### src/rtl/irq_pending_ctrl_if.sv
// rtl/irq_pending_ctrl_if.sv - request/handshake bundle for irq_pending_ctrl (mask present when IRQ_MASK_EN is defined)
interface irq_pending_ctrl_if;
    logic [3:0] req;
    logic       ack;
`ifdef IRQ_MASK_EN
    logic [3:0] mask;
`endif
    logic [3:0] pend;
    logic [1:0] idx;
    logic       valid;

    modport slave (
        input  req,
        input  ack,
`ifdef IRQ_MASK_EN
        input  mask,
`endif
        output pend,
        output idx,
        output valid
    );

    modport master (
        output req,
        output ack,
`ifdef IRQ_MASK_EN
        output mask,
`endif
        input  pend,
        input  idx,
        input  valid
    );
endinterface

### src/rtl/irq_pending_ctrl.sv
// rtl/irq_pending_ctrl.sv - sync, sticky pending capture and fixed-priority locked grant (optional IRQ_MASK_EN)
module irq_pending_ctrl #(
    parameter int SYNC_STAGES = 2,
    parameter int EDGE_MODE   = 1
) (
    input  logic                 clk,
    input  logic                 rst_n,
    irq_pending_ctrl_if.slave    irq
);
    typedef enum logic {S_IDLE, S_GRANT} state_t;

    state_t     r_state;
    logic [3:0] r_sync [SYNC_STAGES];
    logic [3:0] r_prev;
    logic [3:0] r_pend;
    logic [1:0] r_idx;
    logic       r_valid;

    logic [3:0] w_sync_out;
    logic [3:0] w_set;
    logic [3:0] w_clr;
    logic [3:0] w_elig;
    logic [1:0] w_hi;

    always_ff @(posedge clk or negedge rst_n) begin
        if (!rst_n) begin
            for (int s = 0; s < SYNC_STAGES; s++) r_sync[s] <= '0;
            r_prev <= '0;
        end else begin
            r_sync[0] <= irq.req;
            for (int s = 1; s < SYNC_STAGES; s++) r_sync[s] <= r_sync[s-1];
            r_prev <= w_sync_out;
        end
    end

    assign w_sync_out = r_sync[SYNC_STAGES-1];

    generate
        if (EDGE_MODE == 1) begin : g_edge
            assign w_set = w_sync_out & ~r_prev;
        end else begin : g_level
            assign w_set = w_sync_out;
        end
    endgenerate

    always_comb begin
        w_clr = '0;
        if (r_valid && irq.ack) w_clr[r_idx] = 1'b1;
    end

    // Set is OR-ed in after the clear so a coincident new request survives the ack.
    always_ff @(posedge clk or negedge rst_n) begin
        if (!rst_n) r_pend <= '0;
        else        r_pend <= w_set | (r_pend & ~w_clr);
    end

`ifdef IRQ_MASK_EN
    assign w_elig = r_pend & ~irq.mask;
`else
    assign w_elig = r_pend;
`endif

    always_comb begin
        w_hi = '0;
        for (int i = 0; i < 4; i++) if (w_elig[i]) w_hi = 2'(i);
    end

    always_ff @(posedge clk or negedge rst_n) begin
        if (!rst_n) begin
            r_state <= S_IDLE;
            r_valid <= 1'b0;
            r_idx   <= 2'b00;
        end else begin
            case (r_state)
                S_IDLE: begin
                    if (|w_elig) begin
                        r_idx   <= w_hi;
                        r_valid <= 1'b1;
                        r_state <= S_GRANT;
                    end
                end
                S_GRANT: begin
                    if (irq.ack) begin
                        r_valid <= 1'b0;
                        r_state <= S_IDLE;
                    end
                end
                default: begin
                    r_valid <= 1'b0;
                    r_state <= S_IDLE;
                end
            endcase
        end
    end

    assign irq.pend  = r_pend;
    assign irq.idx   = r_idx;
    assign irq.valid = r_valid;
endmodule
### src/flat_wrapper.sv
// flat-port wrapper written by rule: the top's interface ports become plain ports
module irq_pending_ctrl_flat 
#(
    parameter int SYNC_STAGES = 2,
    parameter int EDGE_MODE   = 1
)
  (clk, rst_n, irq_req, irq_ack, irq_pend, irq_idx, irq_valid);
  irq_pending_ctrl_if irq_i ();
  input  logic clk;
  input  logic rst_n;
  input wire logic [$bits(irq_i.req)-1:0] irq_req;
  input wire logic [$bits(irq_i.ack)-1:0] irq_ack;
  output wire logic [$bits(irq_i.pend)-1:0] irq_pend;
  output wire logic [$bits(irq_i.idx)-1:0] irq_idx;
  output wire logic [$bits(irq_i.valid)-1:0] irq_valid;
  assign irq_i.req = irq_req;
  assign irq_i.ack = irq_ack;
  assign irq_pend = irq_i.pend;
  assign irq_idx = irq_i.idx;
  assign irq_valid = irq_i.valid;
  irq_pending_ctrl #(.SYNC_STAGES(SYNC_STAGES), .EDGE_MODE(EDGE_MODE)) u_core (.clk(clk), .rst_n(rst_n), .irq(irq_i));
endmodule
### config.mk
export PLATFORM = sky130hd
export DESIGN_NAME = irq_pending_ctrl_flat
export DESIGN_NICKNAME = d
export VERILOG_FILES = /design/src/rtl/irq_pending_ctrl_if.sv /design/src/rtl/irq_pending_ctrl.sv /design/src/flat_wrapper.sv
export SDC_FILE = /design/constraint.sdc
export NUM_CORES = 1
export LEC_CHECK = 0
export CELL_PAD_IN_SITES_DETAIL_PLACEMENT = 1
export CELL_PAD_IN_SITES_GLOBAL_PLACEMENT = 1
export CORE_UTILIZATION = 40
export CTS_BUF_LIST = sky130_fd_sc_hd__clkbuf_8
export CTS_CLUSTER_DIAMETER = 100
export DETAILED_ROUTE_END_ITERATION = 8
export GPL_TIMING_DRIVEN = 0
export PLACE_DENSITY_LB_ADDON = 0.12
export SLEW_MARGIN = 40
export SYNTH_ARGS = -nofsm -noshare
export SYNTH_HDL_FRONTEND = slang
export SYNTH_SLANG_ARGS = --single-unit
### constraint.sdc
create_clock -name clk -period 1.6 [get_ports clk]
set_input_delay 0.32 -clock clk [delete_from_list [all_inputs] [get_ports clk]]
set_output_delay 0.32 -clock clk [all_outputs]
set_load 0.005 [all_outputs]
Word level (Yosys, flattened, before mapping):

Cells that the tools add are included.

* eq/ne operators: 2
* reductions and logical operators: 5
* muxes and demuxes: 12
* $lt $le $gt $ge: 2
* bitwise operators: 6

Operator list (count)
* $and A4 B4 Y4: 2
* $not A4 Y4: 2
* $mux W1: 6
* $mux W2: 2
* $mux W4: 1
* $or A4 B4 Y4: 1
* $pmux W1 S2: 2
* $reduce_and A2 Y1: 2
* $reduce_or A4 Y1: 1
* $lt A2 B3 Y1 const B: 1
* $demux W1 S2: 1
* $ge A2 B1 Y1 const B: 1
* $logic_and A1 B1 Y1: 2
* $ne A2 B1 Y1 const B: 1
* $ne A2 B2 Y1 const B: 1
* $not A1 Y1: 1

* bits of input ports: 7
* word-level logic and storage cells: 34
* output and inout port bits: 7
* flip-flop bits (word level): 20

Longest topological paths before layout:

* depth in word-level cells: 8
* depth in mapped cells: 3
* mapped depth without buffers: 3

Least setup slack after synthesis:

Ideal clock, no wire load.

* path kind: register -> register
* start point: reg u_core.r_pend[2] (netlist: u_core.irq.pend[2])
* end point: reg u_core.r_valid (netlist: u_core.irq.valid)
* data required time: 1477 ps
* arrival time: 1107 ps
* buffers on the path: 0
* clock period less this slack: 1229 ps
* cell stages (with the launch flop): 4
* library setup time: 123 ps
* slack: 371 ps
* path through: dfrtp_1 > or4_4 > o21ai_2 > o21ai_1

* cells in the longest elaborated chain, start to end: 3

RTL lines
* start, declared: line irq_pending_ctrl.sv:15 `logic [3:0] r_pend;`
* start signal, assigned: line irq_pending_ctrl.sv:54 `else r_pend <= w_set | (r_pend & ~w_clr);`
* $reduce_or A4 Y1: line irq_pending_ctrl.sv:76 `if (|w_elig) begin`
* $ne A2 B1 Y1 (no source line)
* $reduce_and A2 Y1 (no source line)
* end signal, assigned: line irq_pending_ctrl.sv:78 `r_valid <= 1'b1;`
* end signal, assigned: line irq_pending_ctrl.sv:84 `r_valid <= 1'b0;`
* end signal, assigned: line irq_pending_ctrl.sv:89 `r_valid <= 1'b0;`
* end, declared: line irq_pending_ctrl.sv:17 `logic r_valid;`

Every way passes these cells.
A chain may end at the register's enable or synchronous reset.

Worst setup path after layout:

* start point: reg u_core.r_valid (netlist: u_core.irq.valid)
* end point: out irq_valid

RTL lines
* start signal, assigned: line irq_pending_ctrl.sv:71 `r_valid <= 1'b0;`
* start signal, assigned: line irq_pending_ctrl.sv:78
* start signal, assigned: line irq_pending_ctrl.sv:84
* end, declared: line flat_wrapper.sv:15 `output wire logic [$bits(irq_i.valid)-1:0] irq_valid;`

No word-level cell between the ends.

==> summary.md <==
| Metric | Value |
|---|---|
| CP Launch Point | `u_core.irq.valid` |
| Fmax | `654.1 MHz` |
| Vias in the first global route | `440` |
| Synth Area in Compound Gates | `13.36%` |
| Max_cap viols | `0` |
| Hold Slack | `-0.003007 ns` |
| Clock tree buffer depth | `2` |
| TritonCTS buffer count | `3` |
| Synth Warn # | `0` |
| Setup Skew | `0.001149 ns` |
| Hold crit path type | `primary input to asynchronous set/reset pin` |
| Total negative slack | `0 ns` |
| Critical Path Fanout Max | `5` |
| Power Density | `1322 mW/mm^2` |
| Post-Synth Simple-Gate Area | `4.771%` |
| Max Slew Vio Count | `0` |
| Register area | `500.5 sq um` |
| Slew HR | `71.49%` |
| Leakage Power | `0.3839 nW` |
| CP required | `1.28 ns` |
| Cell Chain, Critical Path | `clkdlybuf4s50_1` |
| Setup-failing EPs final | `0` |
| # IOs | `14` |
| Drt first-iter violations | `1` |
| Reg2reg start | `u_core.irq.pend[1]` |
| CP max stage delay | `0.53 ns` |
| #FFs+latches synth | `20` |
| Buf/Inv on CP | `1` |
| CTS Hold Buffers Added | `0` |
| CP Capture Type | `primary output` |
| Multi-input gate area | `128.9 sq um` |
| Total GRT Usage | `14.85%` |
| GR Overflow Total | `0` |
| TritonCTS clock tree | `built` |
| Antenna Nets Post-Route | `0` |
| Synth cell types | `13` |
| Post_cts resized | `0` |
| RePlAce Congestion | `0.7066` |
| Slew @ Worst Pin | `0.4277 ns` |
| WL/cell | `13.12 um` |
| Largest family of logic cells by synthesized area | `compound AO/OA/AOI/OAI gates` |
| Unrepaired setup endpoints after global routing | `no` |
| Failing checks | `hold timing` |
| Status | `finished with violations` |
| Fillers | `167` |
| Post-Synth Adder-Cell Area | `0%` |
| Clk pin slew, worst setup/hold paths | `0.07 ns` |
| Initial core utilization | `43.02%` |
| Vias per cell | `5.171` |
| Via Count | `424` |
| Final hold vios | `12` |
| Post-synth top area cell | `dfrtp_1` |
| Drt pass-1 iters | `4` |
| Critical path class | `flip-flop to primary output` |
| Synth Cell Area | `655.6 sq um` |
| Final core occ | `56.16%` |
| Area Overhead vs Synth | `30.53%` |
| Mapped Cells | `49` |
| Sequential share of the synthesized area | `76.34%` |
| Worst Setup Start Kind | `flip-flop` |
| DRC violations left | `0` |
| Multiplexer area fraction after synthesis | `1.527%` |
| Post-synth top area share | `76.34%` |
| I/O Buffers | `13` |
| Top Family by Delay on Critical Path | `buffers and inverters` |
| Antenna cells | `0` |
| Die W | `42.49 um` |
| Clock latency on the worst-skew pair | `0.25 ns` |
| NumNets Final | `74` |
| Global-route wire length before repair | `1.904 mm` |
| Core area | `0.001524 sq mm` |
| Clk root buf | `clkbuf_8` |
| Initial antenna violation count | `0` |
| Synth area leaders | `dfrtp_1 76%, inv_1 4.0%, o21ai_0 3.8%, o21ai_1 3.8%, o31ai_1 2.3%` |
| # clock sinks | `20` |
| Fin crit period | `1.529 ns` |
| Slowest cell on the critical path | `clkdlybuf4s50_1` |
| # H-tree levels | `1` |
| Syn nets | `56` |
| Tcrit/Tclk final | `95.55%` |
| Die Y | `42.49 um` |
| Max IR drop VDD | `0.7252 mV` |
| Crit path DAT | `1.21 ns` |
| Die Area | `0.001805 sq mm` |
| Rows | `14` |
| Share of cells above drive strength 1 | `10.61%` |
| Post-synthesis xor/xnor area fraction | `0%` |
| Mean Syn Cell Area | `13.38 sq um` |
| Post-CTS Setup Bufs | `0` |
| Largest net degree at the start of global routing | `21` |
| Final wirelength | `1.076 mm` |
## through the flow
stage          setup WS (ns)  power, mW  std cells  hold WS (ns)  cell area (sq um)
2_1_floorplan         0.3705     0.6596         49       0.02441              655.6
3_3_place_gp          0.1856     0.7678         78        0.3336              805.8
3_5_place_dp          0.1761     0.7731         78        0.2873              800.8
4_1_cts              0.05195      1.154         82      0.008600              855.8
5_1_grt              0.01765      1.187         82       0.02990              855.8
6_report             0.07124      1.131         82     -0.003007              855.8
## metal layers
metal | GRT usage (%) | vias to the layer above | share of wire (%)
li1 | - | 195 | -
met1 | 18.60 | 215 | 47
met2 | 23.69 | 12 | 49
met3 | 3.879 | 2 | 3.9
met4 | 7.500 | 0 | 0.37
met5 | 0 | - | 0
## path summary, 6_finish.rpt
path	end	cells past startpoint	slack (ns)
setup reg to reg	u_core.irq.valid	3	0.33
setup / recovery	irq_valid	1	0.07
hold / removal	u_core.r_prev[2]	1	-0.003
hold reg to reg	u_core.w_sync_out[1]	0	0.35
max in group asynchronous	u_core.irq.valid	1	1.31
min in group clk	u_core.w_sync_out[1]	0	0.35
## synth_stat cells (all sizes together)
cell type / instances
o31ai: 2
a21oi: 1
inv: 7
or4: 1
nand2: 1
o21ai: 11
a2bb2oi: 1
nor2: 3
dfrtp: 20
mux2i: 1
nand3: 1
## cell families after synthesis
family,count (synthesis)
buffers and inverters,7
multiplexers,1
flip-flops,20
AO/OA/AOI/OAI,15
AND/OR/NAND/NOR,6
## cell usage in the layout, fill, tap and decap left out, drive strengths merged
cell type / n
a21oi: 1
a2bb2oi: 1
buf: 1
clkbuf: 4
clkdlybuf4s50: 12
dfrtp: 20
inv: 7
mux2i: 1
nand2: 1
nand3: 1
nor2: 3
o21ai: 11
o31ai: 2
or4: 1
## state kept, by name, summed over array words and instances (netlist names)
name               cells
u_core.r_sync          4
u_core.irq.pend        4
u_core.irq.valid       1
u_core.w_sync_out      4
u_core.irq.idx         2
u_core.r_state         1
u_core.r_prev          4
## power breakdown
part	switching, mW	leakage [nW]	internal [mW]	total, mW
clock	0.152	0.0288	0.219	0.370
combinational	0.0557	0.133	0.0946	0.150
sequential	0.0551	0.222	0.555	0.610
total	0.263	0.384	0.868	1.13
## layout make-up
cell class,count,share of cell area [%]
Inverter,7,3.070
Timing Repair Buffer,13,14.62
Tap cell,16,2.339
Multi-Input combinational cell,22,15.06
Clock buffer,4,6.433
Sequential cell,20,58.48
Power figures use the tool's default switching activity.
